### config.mk
export PLATFORM = sky130hd
export DESIGN_NAME = pipeline_exec_ctrl
export DESIGN_NICKNAME = d
export VERILOG_FILES = /design/src/rtl/pipeline_exec_ctrl_pkg.sv /design/src/rtl/pipeline_exec_ctrl_sat_counter.sv /design/src/rtl/pipeline_exec_ctrl.sv
export SDC_FILE = /design/constraint.sdc
export NUM_CORES = 1
export LEC_CHECK = 0
export ABC_AREA = 1
export ABC_CLOCK_PERIOD_IN_PS = 2900
export BUFFER_PORTS_ARGS = -buffer_cell sky130_fd_sc_hd__buf_2
export CELL_PAD_IN_SITES_DETAIL_PLACEMENT = 1
export CELL_PAD_IN_SITES_GLOBAL_PLACEMENT = 1
export CORE_ASPECT_RATIO = 1.25
export CORE_MARGIN = 1.5
export CORE_UTILIZATION = 38
export DETAILED_ROUTE_END_ITERATION = 10
export PLACE_DENSITY = 0.88
export SYNTH_ARGS = -nofsm -noshare
export SYNTH_HDL_FRONTEND = slang
export SYNTH_SLANG_ARGS = --single-unit
### constraint.sdc
create_clock -name i_clk -period 2.9 [get_ports i_clk]
set_input_delay 0.29 -clock i_clk [delete_from_list [all_inputs] [get_ports i_clk]]
set_output_delay 0.29 -clock i_clk [all_outputs]
set_load 0.01 [all_outputs]
### src/rtl/pipeline_exec_ctrl_pkg.sv
// ---------------------------------------------------------------------------
// pipeline_exec_ctrl_pkg
// Shared definitions for the pipeline execution controller:
//   cmd_e    - debug host command encodings carried on i_cmd
//   state_e  - controller FSM states
//   isActive - states in which the pipeline is enabled
//   isReady  - states in which a host command can be accepted
// ---------------------------------------------------------------------------
package pipeline_exec_ctrl_pkg;

  typedef enum logic [1:0] {
    CMD_NOP  = 2'b00,
    CMD_RUN  = 2'b01,
    CMD_STEP = 2'b10,
    CMD_STOP = 2'b11
  } cmd_e;

  typedef enum logic [2:0] {
    ST_IDLE   = 3'd0,
    ST_RUN    = 3'd1,
    ST_STEP   = 3'd2,
    ST_DRAIN  = 3'd3,
    ST_HALTED = 3'd4
  } state_e;

  // The pipeline advances in every state that is executing or flushing a HALT.
  function automatic logic isActive(input state_e s);
    return (s == ST_RUN) || (s == ST_STEP) || (s == ST_DRAIN);
  endfunction

  // STEP and DRAIN are short, self-terminating sequences, so the host is held
  // off while they complete.
  function automatic logic isReady(input state_e s);
    return (s == ST_IDLE) || (s == ST_RUN) || (s == ST_HALTED);
  endfunction

endpackage

### src/rtl/pipeline_exec_ctrl_sat_counter.sv
// ---------------------------------------------------------------------------
// pipeline_exec_ctrl_sat_counter
// Saturating up-counter; sticks at all-ones instead of wrapping.
// Ports:
//   i_clk   in  1  clock, posedge
//   i_rst   in  1  synchronous active-high reset, clears the count
//   i_inc   in  1  increment request for this edge
//   o_count out W  current count
// ---------------------------------------------------------------------------
module pipeline_exec_ctrl_sat_counter #(
  parameter int W = 32
) (
  input  logic         i_clk,
  input  logic         i_rst,
  input  logic         i_inc,
  output logic [W-1:0] o_count
);

  localparam logic [W-1:0] COUNT_MAX = '1;

  logic [W-1:0] count_q;

  // Count up on request, but hold once the maximum value has been reached so
  // long runs read back as "at least this many" rather than a small number.
  always_ff @(posedge i_clk) begin
    if (i_rst) begin
      count_q <= '0;
    end else if (i_inc && (count_q != COUNT_MAX)) begin
      count_q <= count_q + W'(1);
    end
  end

  assign o_count = count_q;

endmodule

### src/rtl/pipeline_exec_ctrl.sv
// ---------------------------------------------------------------------------
// pipeline_exec_ctrl
// Execution controller producing the pipeline/PC enable. The debug host issues
// RUN / STEP / STOP commands; a HALT seen in IF lets the pipeline drain until
// the HALT retires, after which the pipeline is frozen until reset.
// Ports:
//   i_clk          in   1         clock, posedge
//   i_rst          in   1         synchronous active-high reset
//   i_cmd_valid    in   1         host command valid
//   i_cmd          in   2         00 NOP, 01 RUN, 10 STEP, 11 STOP
//   o_cmd_ready    out  1         command accepted when valid & ready
//   i_halt_fetched in   1         IF stage holds a HALT opcode
//   i_pc           in   NBITS     current PC
//   o_enable       out  1         pipeline / PC enable
//   o_busy         out  1         RUN, STEP or DRAIN
//   o_done         out  1         one-cycle pulse after run/step/drain ends
//   o_halted       out  1         sticky, HALT fully retired
//   o_halt_pc      out  NBITS     PC of the fetched HALT
//   o_cycle_count  out  CNT_BITS  saturating count of enabled cycles
// HALT_DRAIN must be at least 1.
// ---------------------------------------------------------------------------
module pipeline_exec_ctrl
  import pipeline_exec_ctrl_pkg::*;
#(
  parameter int NBITS      = 32,
  parameter int CNT_BITS   = 32,
  parameter int HALT_DRAIN = 4
) (
  input  logic                i_clk,
  input  logic                i_rst,
  input  logic                i_cmd_valid,
  input  logic [1:0]          i_cmd,
  output logic                o_cmd_ready,
  input  logic                i_halt_fetched,
  input  logic [NBITS-1:0]    i_pc,
  output logic                o_enable,
  output logic                o_busy,
  output logic                o_done,
  output logic                o_halted,
  output logic [NBITS-1:0]    o_halt_pc,
  output logic [CNT_BITS-1:0] o_cycle_count
);

  localparam int DRAIN_W = $clog2(HALT_DRAIN + 1);
  localparam logic [DRAIN_W-1:0] DRAIN_INIT = DRAIN_W'(HALT_DRAIN);
  localparam logic [DRAIN_W-1:0] DRAIN_LAST = DRAIN_W'(1);

  state_e             state_q, state_d;
  logic [DRAIN_W-1:0] drainCnt_q, drainCnt_d;
  logic [NBITS-1:0]   haltPc_q, haltPc_d;
  logic               active_q;
  logic               ready_q;
  logic               done_q, done_d;
  logic               halted_q;

  cmd_e cmd;
  logic cmdFire;

  assign cmd     = cmd_e'(i_cmd);
  assign cmdFire = i_cmd_valid & ready_q;

  // Next-state logic. A HALT fetch takes priority over any host command in the
  // same cycle, since the HALT is already in flight and must be allowed to
  // retire. Commands that have no meaning in the current state are accepted
  // and simply dropped. done_d flags the edge that ends the last enabled
  // cycle of a STEP, a STOP-terminated RUN, or a drain.
  always_comb begin
    state_d    = state_q;
    drainCnt_d = drainCnt_q;
    haltPc_d   = haltPc_q;
    done_d     = 1'b0;
    case (state_q)
      ST_IDLE: begin
        if (cmdFire && (cmd == CMD_RUN)) begin
          state_d = ST_RUN;
        end else if (cmdFire && (cmd == CMD_STEP)) begin
          state_d = ST_STEP;
        end
      end
      ST_RUN: begin
        if (i_halt_fetched) begin
          haltPc_d   = i_pc;
          drainCnt_d = DRAIN_INIT;
          state_d    = ST_DRAIN;
        end else if (cmdFire && (cmd == CMD_STOP)) begin
          state_d = ST_IDLE;
          done_d  = 1'b1;
        end
      end
      ST_STEP: begin
        if (i_halt_fetched) begin
          haltPc_d   = i_pc;
          drainCnt_d = DRAIN_INIT;
          state_d    = ST_DRAIN;
        end else begin
          state_d = ST_IDLE;
          done_d  = 1'b1;
        end
      end
      ST_DRAIN: begin
        // The counter holds the number of drain cycles still to run,
        // including the current one.
        if (drainCnt_q == DRAIN_LAST) begin
          state_d = ST_HALTED;
          done_d  = 1'b1;
        end else begin
          drainCnt_d = drainCnt_q - DRAIN_LAST;
        end
      end
      ST_HALTED: begin
        state_d = ST_HALTED;
      end
      default: begin
        state_d = ST_IDLE;
      end
    endcase
  end

  // State register plus registered Moore outputs. Outputs are computed from
  // the next state so they line up with the state they describe.
  always_ff @(posedge i_clk) begin
    if (i_rst) begin
      state_q    <= ST_IDLE;
      drainCnt_q <= '0;
      haltPc_q   <= '0;
      active_q   <= 1'b0;
      ready_q    <= 1'b1;
      done_q     <= 1'b0;
      halted_q   <= 1'b0;
    end else begin
      state_q    <= state_d;
      drainCnt_q <= drainCnt_d;
      haltPc_q   <= haltPc_d;
      active_q   <= isActive(state_d);
      ready_q    <= isReady(state_d);
      done_q     <= done_d;
      halted_q   <= (state_d == ST_HALTED);
    end
  end

  pipeline_exec_ctrl_sat_counter #(
    .W(CNT_BITS)
  ) uCycleCounter (
    .i_clk  (i_clk),
    .i_rst  (i_rst),
    .i_inc  (active_q),
    .o_count(o_cycle_count)
  );

  assign o_enable    = active_q;
  assign o_busy      = active_q;
  assign o_cmd_ready = ready_q;
  assign o_done      = done_q;
  assign o_halted    = halted_q;
  assign o_halt_pc   = haltPc_q;

endmodule
==> run metrics, run 1 <==
Ys Warns=0; first-pass GRT wire length=19100 um; Main synth FF type=dfxtp_1; global route total overflow=0; Setup CP Type=flip-flop to flip-flop; cell depth of the worst setup path=8; grt peak-use layer=met2; Worst Path Max Fanout=35; most frequent cells in the layout=nand2_1, nor2_1, buf_2, dfxtp_1, inv_1; PostCTS Resize Cnt=0; root buffer cell=clkbuf_16; cell family with most CP delay=buffers and inverters; outcome=finished clean; H-tree levels=3; Hold Fails Final Rpt=0; DR vias=3894; nets@finish=698; Post-Synthesis Cells=556; critical path buffer and inverter count=3; DRC=0; met1 global-route usage=24.1%; VDD IR max=0.510 mV; Final GP Congestion=0.837; Die H=113 um; Final HPWL DP=8230 um; Post-CTS Setup Repair Bufs=0; Power per Cell Area=735 mW/mm^2; design area=0.00453 mm^2; largest net degree at the start of global routing=36; synthesized area=0.00365 mm^2; most common cell after layout, fill and taps aside=nand2_1; Die Wd=90.6 um; post-DR vias/cell=4.96; CP max stage delay=700 ps; WL/cell=14.3 um; Avg Cell Area, Syn=6.56 um^2; register area share after synthesis=40.6%; Worst-path clk slew=60 ps; Setup TNS=0 ps; Worst slew margin=39.2%; DP Worst Slack=976 ps; hold wc startpoint=i_pc[8]; # rows=39; Setup Skew=6.65 ps; asr flop ratio synth=0%; Slowest-stage cell, CP=inv_1; Slew Viols, Final=0; data arrival time of the worst path=2230 ps; Fmax=510 MHz; gr usage total=23.3%; Startpoint Class=flip-flop; DRT Wirelength=11200 um; Ports=107; initial DRC count=110; clk sinks=74; RSZ-0062 raised after global routing=false; maximum clock path buffer count=2; Antenna Nets Post-Route=0; share of cells above drive strength 1=21.3%; Final Core Density=49.1%; Yosys reg bits=74; Initial Utilization=39.5%; DP Area=0.00425 mm^2; ANT cells=0; Synth Net Count=597; WHS=203 ps; worst r2r src=state_q[2]; met2 Track Usage GR=44.5%; Yosys cell types=27; worst setup slack after layout=939 ps; met3 track demand over resource=5.28%; Critical Path, Cell by Cell=inv_2 > nand3_1 > nand2_1 > nand2_1 > buf_4 > inv_1 > nor2_1 > nor2_1; Reg2Reg Setup Slack=940 ps; Data required, critical path=3170 ps; Num CTS Buffers=9; Leakage Power=2.02 nW; ratio of final minimum period to clock period=67.6%; worst-margin pin slew=911 ps; Register-to-Register Path Depth=8; Post-synth EDFFs=0; Crit. End Element=flip-flop; CTS tree=done; Worst-Skew Late Latency=340 ps; initial antenna violation count=0; vias in the first global route=4222; Hold Path Sink=o_halt_pc[8]; Hold Path Stages=3; Hold Buf Count CTS=0; die area=0.0102 mm^2; Max Cap Viol=0; IO buf count=106; setup-violating endpoint count in the final report=0; post-layout min period=1960 ps; synthesis-to-finish area growth=24.1%; Hold WC Path Type=input pin to flip-flop; DR pass1 iterations=6; Core ar.=0.00922 mm^2; reg-to-reg endpoint=o_halt_pc[10]
synth_stat cells, types with 4 or more instances:
cell type / count / area share (%)
a21oi_1: 26 / 3.6
buf_6: 4 / 1.2
clkbuf_1: 11 / 1.1
dfxtp_1: 74 / 41
inv_1: 43 / 4.4
nand2_1: 159 / 16
nand3_1: 25 / 3.4
nand4_1: 6 / 1.0
nor2_1: 126 / 13
nor2_2: 4 / 0.69
nor3_1: 4 / 0.55
o21ai_0: 40 / 5.5
xnor2_1: 5 / 1.2
xor2_1: 8 / 1.9
worst min-delay path, cell delays in order:
cell,delay (ps)
buf_2,70
o21ai_0,70
nor2_1,80
cells by family (layout without fill, tap and decap cells):
kind of cell | Yosys count | count (layout) | synth area share [%]
buf+inv | 64 | 170 | 7.68
simple gates | 332 | 332 | 37.6
compound gates | 70 | 70 | 9.95
fa+ha+maj | 3 | 3 | 1.03
flops | 74 | 74 | 40.6
xor+xnor | 13 | 13 | 3.12
worst max path at each step:
| stage | from | to |
|---|---|---|
| 2_1_floorplan | uCycleCounter.o_count[0] | uCycleCounter.o_count[10] |
| 3_3_place_gp | state_q[2] | o_halt_pc[26] |
| 3_5_place_dp | state_q[2] | o_halt_pc[22] |
| 4_1_cts | state_q[2] | o_halt_pc[10] |
| 5_1_grt | state_q[2] | o_halt_pc[28] |
| 6_report | state_q[2] | o_halt_pc[10] |
sequential cells by signal, indices dropped and copies added, names as in the netlist:
signal	flops
o_done	1
o_busy	1
o_halted	1
uCycleCounter.o_count	32
o_halt_pc	32
state_q	3
o_cmd_ready	1
drainCnt_q	3
metrics by stage:
step	total power, mW	instances
6_report	3.33	785
5_1_grt	3.57	785
4_1_cts	3.37	785
3_5_place_dp	2.31	769
3_3_place_gp	2.25	769
2_1_floorplan	2.00	556
final cells by class:
type / instances / area [um^2]
tap: 123 / 154
fill: 1279 / 4700
timing repair buffer: 109 / 553
clock inverter: 6 / 41.3
sequential: 74 / 1480
clock buffer: 10 / 239
inverter: 45 / 171
multi-input combinational: 418 / 1890
layer usage:
| layer | part of all wire [%] | routed length (um) | vias up |
|---|---|---|---|
| li1 | - | - | 1937 |
| met1 | 39 | 4350 | 1833 |
| met2 | 54 | 6030 | 104 |
| met3 | 5.1 | 568 | 20 |
| met4 | 2.2 | 252 | 0 |
| met5 | 0 | 0 | - |
power breakdown:
group | internal (mW) | switching (mW)
Sequential | 1.22 | 0.134
Clock | 0.602 | 0.449
Combinational | 0.326 | 0.599
Note: power is estimated with default switching activity, not from simulation.
==> run 2: changes to the inputs <==
- ABC_AREA: 1 -> 0
- ABC_CLOCK_PERIOD_IN_PS: 2900 -> 1750
- CORE_UTILIZATION: 38 -> 33
- PLACE_DENSITY: 0.88 -> 0.79
- clock period: 2.9 -> 1.75 ns (I/O delays scaled with it)
==> run 2 against run 1 <==
Net effect: the run now ends with negative setup slack left; core utilization up 4.0 points; register-to-register slack worse by 1100 ps; via count down 6.3%; sequential power up 35%; largest cell class unchanged; highest routed layer unchanged.
==> run metrics, run 2 <==
outcome=finished, violations left; violated checks=negative setup slack; Final GP Congestion=0.816 (-2.6%); Max Cap Viol=0 (unchanged); DR pass1 iterations=4 (-2); Hold WC Path Type=input pin to flip-flop; Worst-Skew Late Latency=340 ps (about the same); P_sw=1.13 mW (-4.1%); global route total overflow=0 (unchanged); Post-Synthesis Cells=397 (-29%); worst r2r src=uCycleCounter.o_count[16]; Setup TNS=-3720 ps (-3720 ps); Fmax=517 MHz (+1.4%); ratio of final minimum period to clock period=111% (+43 points); CP max stage delay=530 ps (-170 ps); Yosys top cell area share=45.3% (+4.7 points); vias in the first global route=3664 (-13%); Hold Buf Count CTS=0 (unchanged); gr usage total=21.4% (-2.0 points); worst setup slack after layout=-184 ps (-1120 ps); DR vias=3648 (-6.3%); Crit. End Element=flip-flop; Critical Path, Cell by Cell=and4_4 > nand4_1 > buf_4 > nor4_4 > buf_4 > or4_1 > a21oi_1; ANT cells=0 (unchanged); setup-violating endpoint count in the final report=32 (+32); Post-synth top cells=nand2_1, dfxtp_1, a21oi_1; Leakage Power=2.18 nW (+7.7%); hold wc startpoint=i_pc[16]; clk sinks=74 (unchanged); most common cell after layout, fill and taps aside=buf_2; synthesized area=0.00327 mm^2 (-10%); Final HPWL DP=7380 um (-10%); synthesis-to-finish area growth=55.9%; share of cells above drive strength 1=48.1% (+27 points); most frequent CP cell=buf_4; Ports=107 (unchanged); data arrival time of the worst path=2180 ps (-50 ps); Setup CP Type=flip-flop to flip-flop; initial antenna violation count=0 (unchanged); initial DRC count=109 (-0.91%); DRC=0 (unchanged); post-DR vias/cell=5.26 (+6.0%); Yosys reg bits=74 (unchanged); Worst Path Max Fanout=5 (-86%); WL/cell=17.0 um (+19%); largest net degree at the start of global routing=34 (-5.6%); total power=4.09 mW (+23%); Cell Count, Final, Fillers Out=694 (-12%); main area contributors after synthesis=dfxtp_1, nand2_1, a21oi_1; Post-synth EDFFs=0 (unchanged); IO buf count=106 (unchanged); Main synth FF type=dfxtp_1; Setup Skew=5.14 ps (-1.50 ps); DP Worst Slack=-312 ps (-1290 ps); post-layout min period=1930 ps (-26.8 ps); H-tree levels=3 (unchanged); Initial Utilization=34.0% (-5.5 points); nets@finish=604 (-13%); VDD IR max=0.390 mV (-23%); Antenna Nets Post-Route=0 (unchanged); maximum clock path buffer count=2 (unchanged); # rows=40 (+2.6%); leading area contributor after synthesis=dfxtp_1; Yosys cell types=45 (+67%); Power per Cell Area=803 mW/mm^2 (+9.3%); Core ar.=0.00961 mm^2 (+4.2%); RSZ-0062 raised after global routing=true; Logic pwr share=12.5% (-15 points); most frequent cells in the layout=buf_2, nand2_1, dfxtp_1, buf_4, a21oi_1; Die Wd=92.0 um (+1.5%); count leader, synth=nand2_1; placed insts=667 (-13%); Startpoint Class=flip-flop; CTS tree=done; Num CTS Buffers=9 (unchanged); Seq pwr share=44.5% (+3.9 points); cell family with most CP delay=simple AND/OR/NAND/NOR gates; Hold Fails Final Rpt=0 (unchanged); register area share after synthesis=45.3% (+4.7 points); internal power=2.96 mW (+38%); Slowest-stage cell, CP=or4_1; clock share of power=43.0% (+11 points); Die H=114 um (+1.6%); Sw Ratio=27.7% (-7.9 points); Synth Net Count=438 (-27%); Data required, critical path=2000 ps (-1170 ps); Worst slew margin=65.6% (+26 points); critical path buffer and inverter count=2 (-1); die area=0.0105 mm^2 (+3.1%); Avg Cell Area, Syn=8.24 um^2 (+26%); root buffer cell=clkbuf_16; crit path from=uCycleCounter.o_count[16]; worst-margin pin slew=515 ps (-396 ps); Ys Warns=0 (unchanged); first-pass GRT wire length=17700 um (-7.4%); Worst-path clk slew=60 ps (about the same); DRT Wirelength=11800 um (+5.4%); Slew Viols, Final=0 (unchanged); asr flop ratio synth=0% (unchanged)
run 2: cell types whose count changed after synthesis, moves of 5 or more:
cell / delta
or4_1: +8
mux2_2: +6
nand2_1: -78
xor2_1: -6
or3_1: +13
a21oi_1: +34
o21ai_0: -25
nor2_1: -102
nand3_1: -11
nor2b_1: +7
and3_1: +5
inv_1: -36
o31ai_1: +8
run 2: cells by family after synthesis:
logic type / count (synthesis) / share of synthesized area (%)
xor+xnor: 5 / 1.34
simple gates: 188 / 30.5
compound gates: 93 / 16.2
mux: 6 / 2.07
buf+inv: 28 / 3.44
fa+ha+maj: 3 / 1.15
flops: 74 / 45.3
run 2: worst paths after layout:
kind                              end  slack (ps)  depth (start not counted)
max          uCycleCounter.o_count[9]        -180                          7
min                     o_halt_pc[16]          70                          3
max reg2reg  uCycleCounter.o_count[9]        -180                          7
min reg2reg              o_halt_pc[9]         450                          2
run 2: per-layer routing:
layer	GRT usage [%]	routed length (um)
met1	23.4	4720
met2	39.5	6210
met3	4.52	542
met4	9.23	345
met5	0	0
run 2: final cells by class:
class	instances	area (um^2)
Clock inverter	7	60.1
Inverter	7	26.3
Tap cell	126	158
Multi-Input combinational cell	295	1960
Timing Repair Buffer	176	1160
Fill cell	1185	4510
Sequential cell	74	1510
Clock buffer	9	225
run 2: stage by stage:
stage                     hold WS [ps]  util [%]  instance area, um^2
final                             68.8      53.0                 5100
after global routing              69.4      53.0                 5100
after CTS                         57.2      50.7                 4870
after detailed placement           423      45.9                 4410
after global placement             416      45.9                 4410
after floorplan                    311         -                 3320
run 2: worst register-to-register path, delay by kind of cell, from the launching register on:
kind / cells / cell delay, ps
AOI/OAI and AO/OA: 1 / 210
DFF: 1 / 320
buffers and inverters: 2 / 340
and+or+nand+nor: 4 / 980
run 2: power groups by stage:
stage | Combinational [mW] | Clock [mW] | Sequential [mW]
final | 0.511 | 1.76 | 1.82
after global routing | 0.572 | 1.88 | 1.83
after CTS | 0.508 | 1.80 | 1.82
after detailed placement | 0.503 | 0 | 1.86
after global placement | 0.482 | 0 | 1.85
after floorplan | 0.230 | 0 | 1.89
run 2: what timing repair did:
action                                  4_1_cts  5_1_grt
gates resized for setup                      31       40
gates cloned                                  0        1
endpoints found under the setup margin       32       32
pin swaps                                    22       22
setup buffers                                 7        3
